[config.mk]
export PLATFORM = sky130hd
export DESIGN_NAME = cam_match_encoder
export DESIGN_NICKNAME = d
export VERILOG_FILES = /design/src/rtl/cam_match_encoder.sv
export SDC_FILE = /design/constraint.sdc
export NUM_CORES = 1
export LEC_CHECK = 0
export ABC_AREA = 1
export ABC_CLOCK_PERIOD_IN_PS = 6950
export CORE_MARGIN = 2
export CORE_UTILIZATION = 47
export CTS_CLUSTER_SIZE = 30
export DETAILED_ROUTE_END_ITERATION = 8
export PLACE_DENSITY = 0.8
export SETUP_SLACK_MARGIN = 0.2
export SKIP_LAST_GASP = 1
export SLEW_MARGIN = 20
export SYNTH_ARGS = -nofsm -noshare
export SYNTH_HDL_FRONTEND = slang
export SYNTH_SLANG_ARGS = --single-unit
export TNS_END_PERCENT = 20
[constraint.sdc]
create_clock -name clk_i -period 6.95 [get_ports clk_i]
set_clock_uncertainty 0.15 [all_clocks]
set_input_delay 1.39 -clock clk_i [delete_from_list [all_inputs] [get_ports clk_i]]
set_output_delay 1.39 -clock clk_i [all_outputs]
set_load 0.01 [all_outputs]
[src/rtl/cam_match_encoder.sv]
// Multi-match priority encoder for the exact-match CAM: latches one match-line
// vector and streams every hit address out, lowest index first.
module cam_match_encoder #(
  parameter int SIZE = 5
) (
  input  logic                  clk_i,
  input  logic                  rst_i,
  input  logic                  match_valid_i,
  output logic                  match_ready_o,
  input  logic [(1<<SIZE)-1:0]  match_i,
  output logic                  addr_valid_o,
  input  logic                  addr_ready_i,
  output logic [SIZE-1:0]       addr_o,
  output logic                  last_o,
  output logic                  miss_o,
  output logic [SIZE:0]         count_o
);
  localparam int N = 1 << SIZE;

  typedef enum logic {IDLE, DRAIN} state_t;

  state_t          state_q, state_d;
  logic [N-1:0]    pending_q, pending_d;
  logic            miss_q, miss_d;
  logic [SIZE:0]   count_q, count_d;

  logic [N-1:0]    pending_m1;
  logic [N-1:0]    pending_rest;
  logic [SIZE-1:0] lo_idx;
  logic [SIZE:0]   pop_cnt;
  logic            last_raw;
  logic            drain_vld;

  // Descending scan so the lowest set bit is the final (winning) assignment.
  always_comb begin
    lo_idx = '0;
    for (int i = N - 1; i >= 0; i--) begin
      if (pending_q[i]) lo_idx = i[SIZE-1:0];
    end
  end

  always_comb begin
    pop_cnt = '0;
    for (int i = 0; i < N; i++) begin
      pop_cnt = pop_cnt + {{SIZE{1'b0}}, match_i[i]};
    end
  end

  assign pending_m1   = pending_q - N'(1);
  assign pending_rest = pending_q & pending_m1;
  assign last_raw     = miss_q | (pending_rest == '0);
  assign drain_vld    = !rst_i && (state_q == DRAIN);

  always_comb begin
    state_d   = state_q;
    pending_d = pending_q;
    miss_d    = miss_q;
    count_d   = count_q;
    case (state_q)
      IDLE: begin
        if (match_valid_i) begin
          state_d = DRAIN;
          if (match_i != '0) begin
            pending_d = match_i;
            miss_d    = 1'b0;
            count_d   = pop_cnt;
          end else begin
            pending_d = '0;
            miss_d    = 1'b1;
            count_d   = '0;
          end
        end
      end
      DRAIN: begin
        if (addr_ready_i) begin
          pending_d = pending_rest;
          if (last_raw) begin
            miss_d  = 1'b0;
            state_d = IDLE;
          end
        end
      end
      default: state_d = IDLE;
    endcase
  end

  always_ff @(posedge clk_i) begin
    if (rst_i) begin
      state_q   <= IDLE;
      pending_q <= '0;
      miss_q    <= 1'b0;
      count_q   <= '0;
    end else begin
      state_q   <= state_d;
      pending_q <= pending_d;
      miss_q    <= miss_d;
      count_q   <= count_d;
    end
  end

  // Result fields read zero whenever no result is being presented.
  assign match_ready_o = !rst_i && (state_q == IDLE);
  assign addr_valid_o  = drain_vld;
  assign addr_o        = (drain_vld && !miss_q) ? lo_idx : '0;
  assign last_o        = drain_vld && last_raw;
  assign miss_o        = drain_vld && miss_q;
  assign count_o       = drain_vld ? count_q : '0;

endmodule

==> results of run 1 <==
==> power breakdown <==
| part | switching, W | total (W) | internal, W | leakage [nW] |
|---|---|---|---|---|
| logic | 0.000404 | 0.000698 | 0.000293 | 1.49 |
| registers | 0.0000233 | 0.000282 | 0.000259 | 0.331 |
| clock network | 0.0000844 | 0.000226 | 0.000141 | 0.0642 |
==> worst min-delay path by stage <==
stage,cells past startpoint,startpoint,end
detailed placement,2,count_q[3],count_q[3]
global placement,2,count_q[2],count_q[2]
CTS,2,count_q[3],count_q[3]
finish,2,count_q[2],count_q[2]
global route,2,count_q[0],count_q[0]
floorplan,2,count_q[0],count_q[0]
==> kinds of logic (layout without fill, tap and decap cells) <==
logic type | Yosys count | after routing | synth area share (%)
xor gates and xnor gates | 2 | 2 | 0.514
AOI/OAI and AO/OA | 111 | 111 | 19.5
buffers and inverters | 122 | 165 | 13.4
and+or+nand+nor | 200 | 200 | 26.1
adders and majority gates | 32 | 32 | 17.0
DFF | 40 | 40 | 23.5
==> cells in the mapped netlist (6+ instances only) <==
master / instances
a21oi_1: 40
a221oi_1: 7
clkbuf_1: 15
dfxtp_1: 40
fa_1: 24
ha_1: 8
inv_1: 102
nand2_1: 114
nand3_1: 9
nand4_1: 8
nor2_1: 43
nor4_1: 6
o211ai_1: 15
o21ai_0: 31
==> routing by layer <==
layer	GRT usage [%]	wire length, um	vias up
li1	-	-	1706
met3	3.05	621	35
met5	0	0	-
met4	12.1	363	0
met2	41.6	4560	186
met1	34.6	4090	1621
==> state kept, by name, summed over array words and instances, names as in the netlist <==
| name | cells |
|---|---|
| count_q | 6 |
| pending_q | 32 |
| miss_q | 1 |
| state_q | 1 |
==> worst register-to-register path, stage by stage, from the launching register on <==
cell	delay [ps]
dfxtp_1	320
inv_2	330
nand2_1	300
nand2_1	640
inv_2	520
a21oi_1	330
a221oi_1	110
==> cell type report <==
| cell class | instances | area [um2] |
|---|---|---|
| fillers | 682 | 3020 |
| multi-input cells | 345 | 2150 |
| flip-flops and latches | 40 | 801 |
| repair buffers | 52 | 515 |
| inverters | 106 | 398 |
| well taps | 99 | 124 |
| clock buffers | 5 | 68.8 |
| clock inverters | 2 | 60.1 |
==> through the flow <==
| stage | util [%] | total power, W | instance area, um2 | worst slack, ps | hold WS [ps] |
|---|---|---|---|---|---|
| detailed placement | 55.9 | 0.000973 | 3990 | 373 | 310 |
| floorplan | - | 0.000812 | 3410 | 1160 | 295 |
| global route | 57.7 | 0.00133 | 4120 | 468 | 339 |
| finish | 57.7 | 0.00121 | 4120 | 624 | 318 |
| CTS | 57.7 | 0.00120 | 4120 | 660 | 320 |
| global placement | 55.9 | 0.000951 | 3990 | 505 | 309 |
==> flow_metrics.py, run 1 <==
metrics = {
    "cts": {
        "clk_latency_ps": 300,
        "cts_resized": 0,
        "clock_path_buffers": 2,
        "cts-root-buf": "clkbuf_8",
        "cts_setup_buffers": 0,
        "ctsHoldBuffers": 0,
        "cts_tree": "yes",
        "cts_buffers": 5,
        "clkTransAtPathRegs_ps": 70,
        "htreeDepth": 2,
        "cts.sinks": 40,
    },
    "route": {
        "antenna_left": 0,
        "drt_iter0_drc": 325,
        "dr.pass1.iters": 5,
        "wirelength_mm": 9.64,
        "wire_per_inst_um": 14.8,
        "vias": 3548,
        "route.detailed.drc": 0,
        "viasPerCell": 5.47,
    },
    "timing": {
        "period_minus_slack_ps": 6330,
        "setup-tns-final_ps": 0,
        "final_max_slew_viol_count": 0,
        "rsz0062_at_grt": "no",
        "setup_violations": 0,
        "hold_violations": 0,
        "max_freq_ghz": 0.158,
        "worst_pin_slew_ps": 742,
        "fin_crit_sh_pct": 91.0,
        "max_slew_margin_pct": 50.5,
    },
    "floorplanning": {
        "std_cell_rows": 31,
        "io_pins": 51,
        "die_width_um": 89.2,
        "die_h_um": 89.2,
        "coreArea_um2": 7140,
        "start_util_pct": 47.8,
        "die-area_um2": 7950,
    },
    "worst_setup_path": {
        "max_stage_delay_ps": 570,
        "end_kind": "flip-flop",
        "crit_family": "adder cells",
        "worstReg2RegStart": "state_q",
        "reg2reg_to": "pending_q[11]",
        "cp_num_cells": 18,
        "cp-start-kind": "input pin",
        "cp.required_ps": 7020,
        "crit_start": "match_i[17]",
        "crit_path_top_delay_cell": "fa_1",
        "path_cells": "clkdlybuf4s50_1, fa_1, inv_1, fa_1, inv_1, fa_1, inv_1, fa_1, fa_1, fa_1, inv_1, ha_1, fa_1, a21oi_1, o21ai_0, xor2_1, nand2_1, a21oi_1",
        "reg2regPathDepth": 6,
        "cp.arrival_ps": 6390,
        "cp_num_buf_inv": 5,
        "crit_fanout": 3,
        "r2r_slack_ps": 4100,
        "cp_common_cell": "fa_1",
        "endpoint": "count_q[4]",
        "path_class": "input pin to flip-flop",
    },
    "placed_design": {
        "gp_congestion": 0.911,
        "dpl.hpwl_mm": 7.44,
        "numPlacedInstances": 642,
        "portBuffers": 50,
    },
    "logic_synthesis": {
        "syn_nets": 575,
        "syn-cell-area_um2": 3410,
        "yosys.area.top_type": "dfxtp_1",
        "ys_seq_area_share_pct": 23.5,
        "synth_edf_count": 0,
        "syn_area_per_cell_um2": 6.73,
        "ys_warn_count": 0,
        "synth_top_area_share_pct": 23.5,
        "synth_area_leaders": "dfxtp_1, fa_1, nand2_1, inv_1, a21oi_1",
        "synth.distinct_cells": 37,
        "synth_flop_cell": "dfxtp_1",
        "synthArstFlopShare_pct": 0,
        "syn-instance-count": 507,
        "synth.ff_latch_count": 40,
    },
    "grt": {
        "grt_pass1_vias": 3414,
        "grt.total_usage_pct": 25.8,
        "grt_pass1_wl_mm": 15.9,
        "grt-ovfl-total": 0,
        "grt_max_degree": 45,
        "antenna_found_initial": 0,
    },
    "flow_run": {
        "drv_cap": 0,
    },
    "hold_path": {
        "worst_hold_path_type": "flip-flop to flip-flop",
    },
    "layout": {
        "fin_nets": 618,
        "syn_to_final_growth_pct": 20.8,
        "stdcell_count": 649,
        "layout_commonest_cell": "nand2_1",
        "antenna_cells": 0,
        "drive_gt1_share_pct": 4.73,
        "final_cell_mix": "nand2_1, inv_1, clkdlybuf4s50_1",
    },
    "power_and_ir_drop": {
        "vdd_drop_max_uv": 362,
        "p_per_area_nw_per_um2": 293,
        "p_leak_nw": 1.88,
    },
    "status": {
        "status": "completed",
    },
}
Power figures use the tool's default switching activity.
==> inputs of run 2 (changes only) <==
CTS_BUF_LIST = sky130_fd_sc_hd__clkbuf_16   (was not set)
CTS_CLUSTER_SIZE = 12   (was 30)
==> flow_metrics.py, run 2 (synthesis results as in run 1) <==
metrics = {
    "cts": {
        "cts_resized": 0,
        "ctsHoldBuffers": 0,
        "clk_latency_ps": 290,
        "cts.sinks": 40,
        "cts_buffers": 5,
        "cts_tree": "yes",
        "cts-root-buf": "clkbuf_16",
        "clock_path_buffers": 2,
        "cts_setup_buffers": 0,
        "clkTransAtPathRegs_ps": 50,
        "htreeDepth": 2,
    },
    "worst_setup_path": {
        "max_stage_delay_ps": 550,
        "crit_fanout": 3,
        "worstReg2RegStart": "state_q",
        "crit_path_top_delay_cell": "fa_1",
        "crit_start": "match_i[19]",
        "cp-start-kind": "input pin",
        "cp.required_ps": 7000,
        "cp_common_cell": "fa_1",
        "end_kind": "flip-flop",
        "path_class": "input pin to flip-flop",
        "cp.arrival_ps": 6400,
        "reg2regPathDepth": 6,
        "path_cells": "clkdlybuf4s50_1, fa_1, inv_1, fa_1, inv_1, fa_1, inv_1, fa_1, fa_1, fa_1, inv_1, ha_1, fa_1, a21oi_1, o21ai_0, xor2_1, nand2_1, a21oi_1",
    },
    "route": {
        "antenna_left": 0,
        "viasPerCell": 5.46,
        "drt_iter0_drc": 407,
        "dr.pass1.iters": 6,
        "wirelength_mm": 9.63,
        "wire_per_inst_um": 14.8,
        "vias": 3546,
        "route.detailed.drc": 0,
    },
    "timing": {
        "max_freq_ghz": 0.157,
        "setup-tns-final_ps": 0,
        "fin_crit_sh_pct": 91.4,
        "max_slew_margin_pct": 50.2,
        "whs_ps": 316,
        "rsz0062_at_grt": "no",
        "period_minus_slack_ps": 6350,
        "final_max_slew_viol_count": 0,
        "setup_slack_ps": 600,
        "setup_violations": 0,
        "worst_pin_slew_ps": 746,
        "hold_violations": 0,
    },
    "layout": {
        "top_regs": "pending_q x32, count_q x6",
        "fin_nets": 618,
        "largest-register": "pending_q",
        "regArea_um2": 801,
        "layout_commonest_cell": "nand2_1",
        "stdcell_count": 649,
        "final_cell_mix": "nand2_1, inv_1, clkdlybuf4s50_1",
        "drive_gt1_share_pct": 4.73,
        "largest_reg_flops": 32,
        "nFillCells": 660,
        "antenna_cells": 0,
        "syn_to_final_growth_pct": 22.4,
        "multi_input_area_um2": 2150,
    },
    "grt": {
        "grt-ovfl-total": 0,
        "grt_max_degree": 45,
        "grt.total_usage_pct": 26.0,
        "antenna_found_initial": 0,
        "grt_pass1_vias": 3415,
        "grt_pass1_wl_mm": 16.0,
    },
    "power_and_ir_drop": {
        "internal-power_w": 0.000757,
        "p_leak_nw": 1.91,
        "p_per_area_nw_per_um2": 306,
        "power_switching_share_pct": 40.8,
        "vdd_drop_max_uv": 377,
        "p_seq_share_pct": 22.1,
        "power.total_w": 0.00128,
        "total_switching_power_w": 0.000522,
        "p_comb_share_pct": 54.6,
        "power_frac_clock_pct": 23.3,
    },
    "placed_design": {
        "portBuffers": 50,
        "place_ws_ps": 373,
        "gp_congestion": 0.911,
        "numPlacedInstances": 642,
        "dpl.hpwl_mm": 7.44,
    },
    "floorplanning": {
        "io_pins": 51,
        "start_util_pct": 47.8,
        "die-area_um2": 7950,
        "die_width_um": 89.2,
        "die_h_um": 89.2,
        "std_cell_rows": 31,
        "coreArea_um2": 7140,
    },
    "hold_path": {
        "hold_start": "count_q[3]",
        "worst_hold_path_type": "flip-flop to flip-flop",
        "hold_depth": 2,
    },
    "status": {
        "status": "completed",
    },
    "flow_run": {
        "drv_cap": 0,
    },
}
==> run 2: critical path: cells and delay by family <==
kind	cells	cell delay, ps
AOI/OAI and AO/OA	3	480
xor gates and xnor gates	1	140
adders and majority gates	8	3610
buffers and inverters	5	710
and+or+nand+nor	1	70
==> run 2: final cells by class <==
cell class	instances	share of cell area, %
multi-input cells	345	51.5
clock buffers	5	3.00
well taps	99	2.97
clock inverters	2	1.44
inverters	106	9.53
repair buffers	52	12.3
flip-flops and latches	40	19.2
==> run 2: worst paths after layout <==
| path | to | slack (ps) |
|---|---|---|
| max | count_q[4] | 600 |
| min | count_q[3] | 320 |
| max reg2reg | pending_q[11] | 4160 |
| min reg2reg | count_q[3] | 320 |
==> run 2: power groups by stage <==
stage                     Sequential [W]  Clock, W  Combinational (W)
after floorplan                 0.000281         0           0.000532
after global placement          0.000285         0           0.000666
after detailed placement        0.000287         0           0.000686
after CTS                       0.000282  0.000298           0.000697
after global routing            0.000286  0.000308           0.000806
final                           0.000283  0.000298           0.000698
==> run 2: through the flow <==
stage	utilization (%)	cell area, um2
4_1_cts	58.5	4180
6_report	58.5	4180
2_1_floorplan	-	3410
3_3_place_gp	55.9	3990
3_5_place_dp	55.9	3990
5_1_grt	58.5	4180
==> run 2: routing by layer <==
layer	GRT usage (%)	up-vias	routed length, um
li1	-	1717	-
met1	34.7	1632	4060
met2	42.4	171	4600
met3	3.51	26	643
met4	11.0	0	324
met5	0	-	0
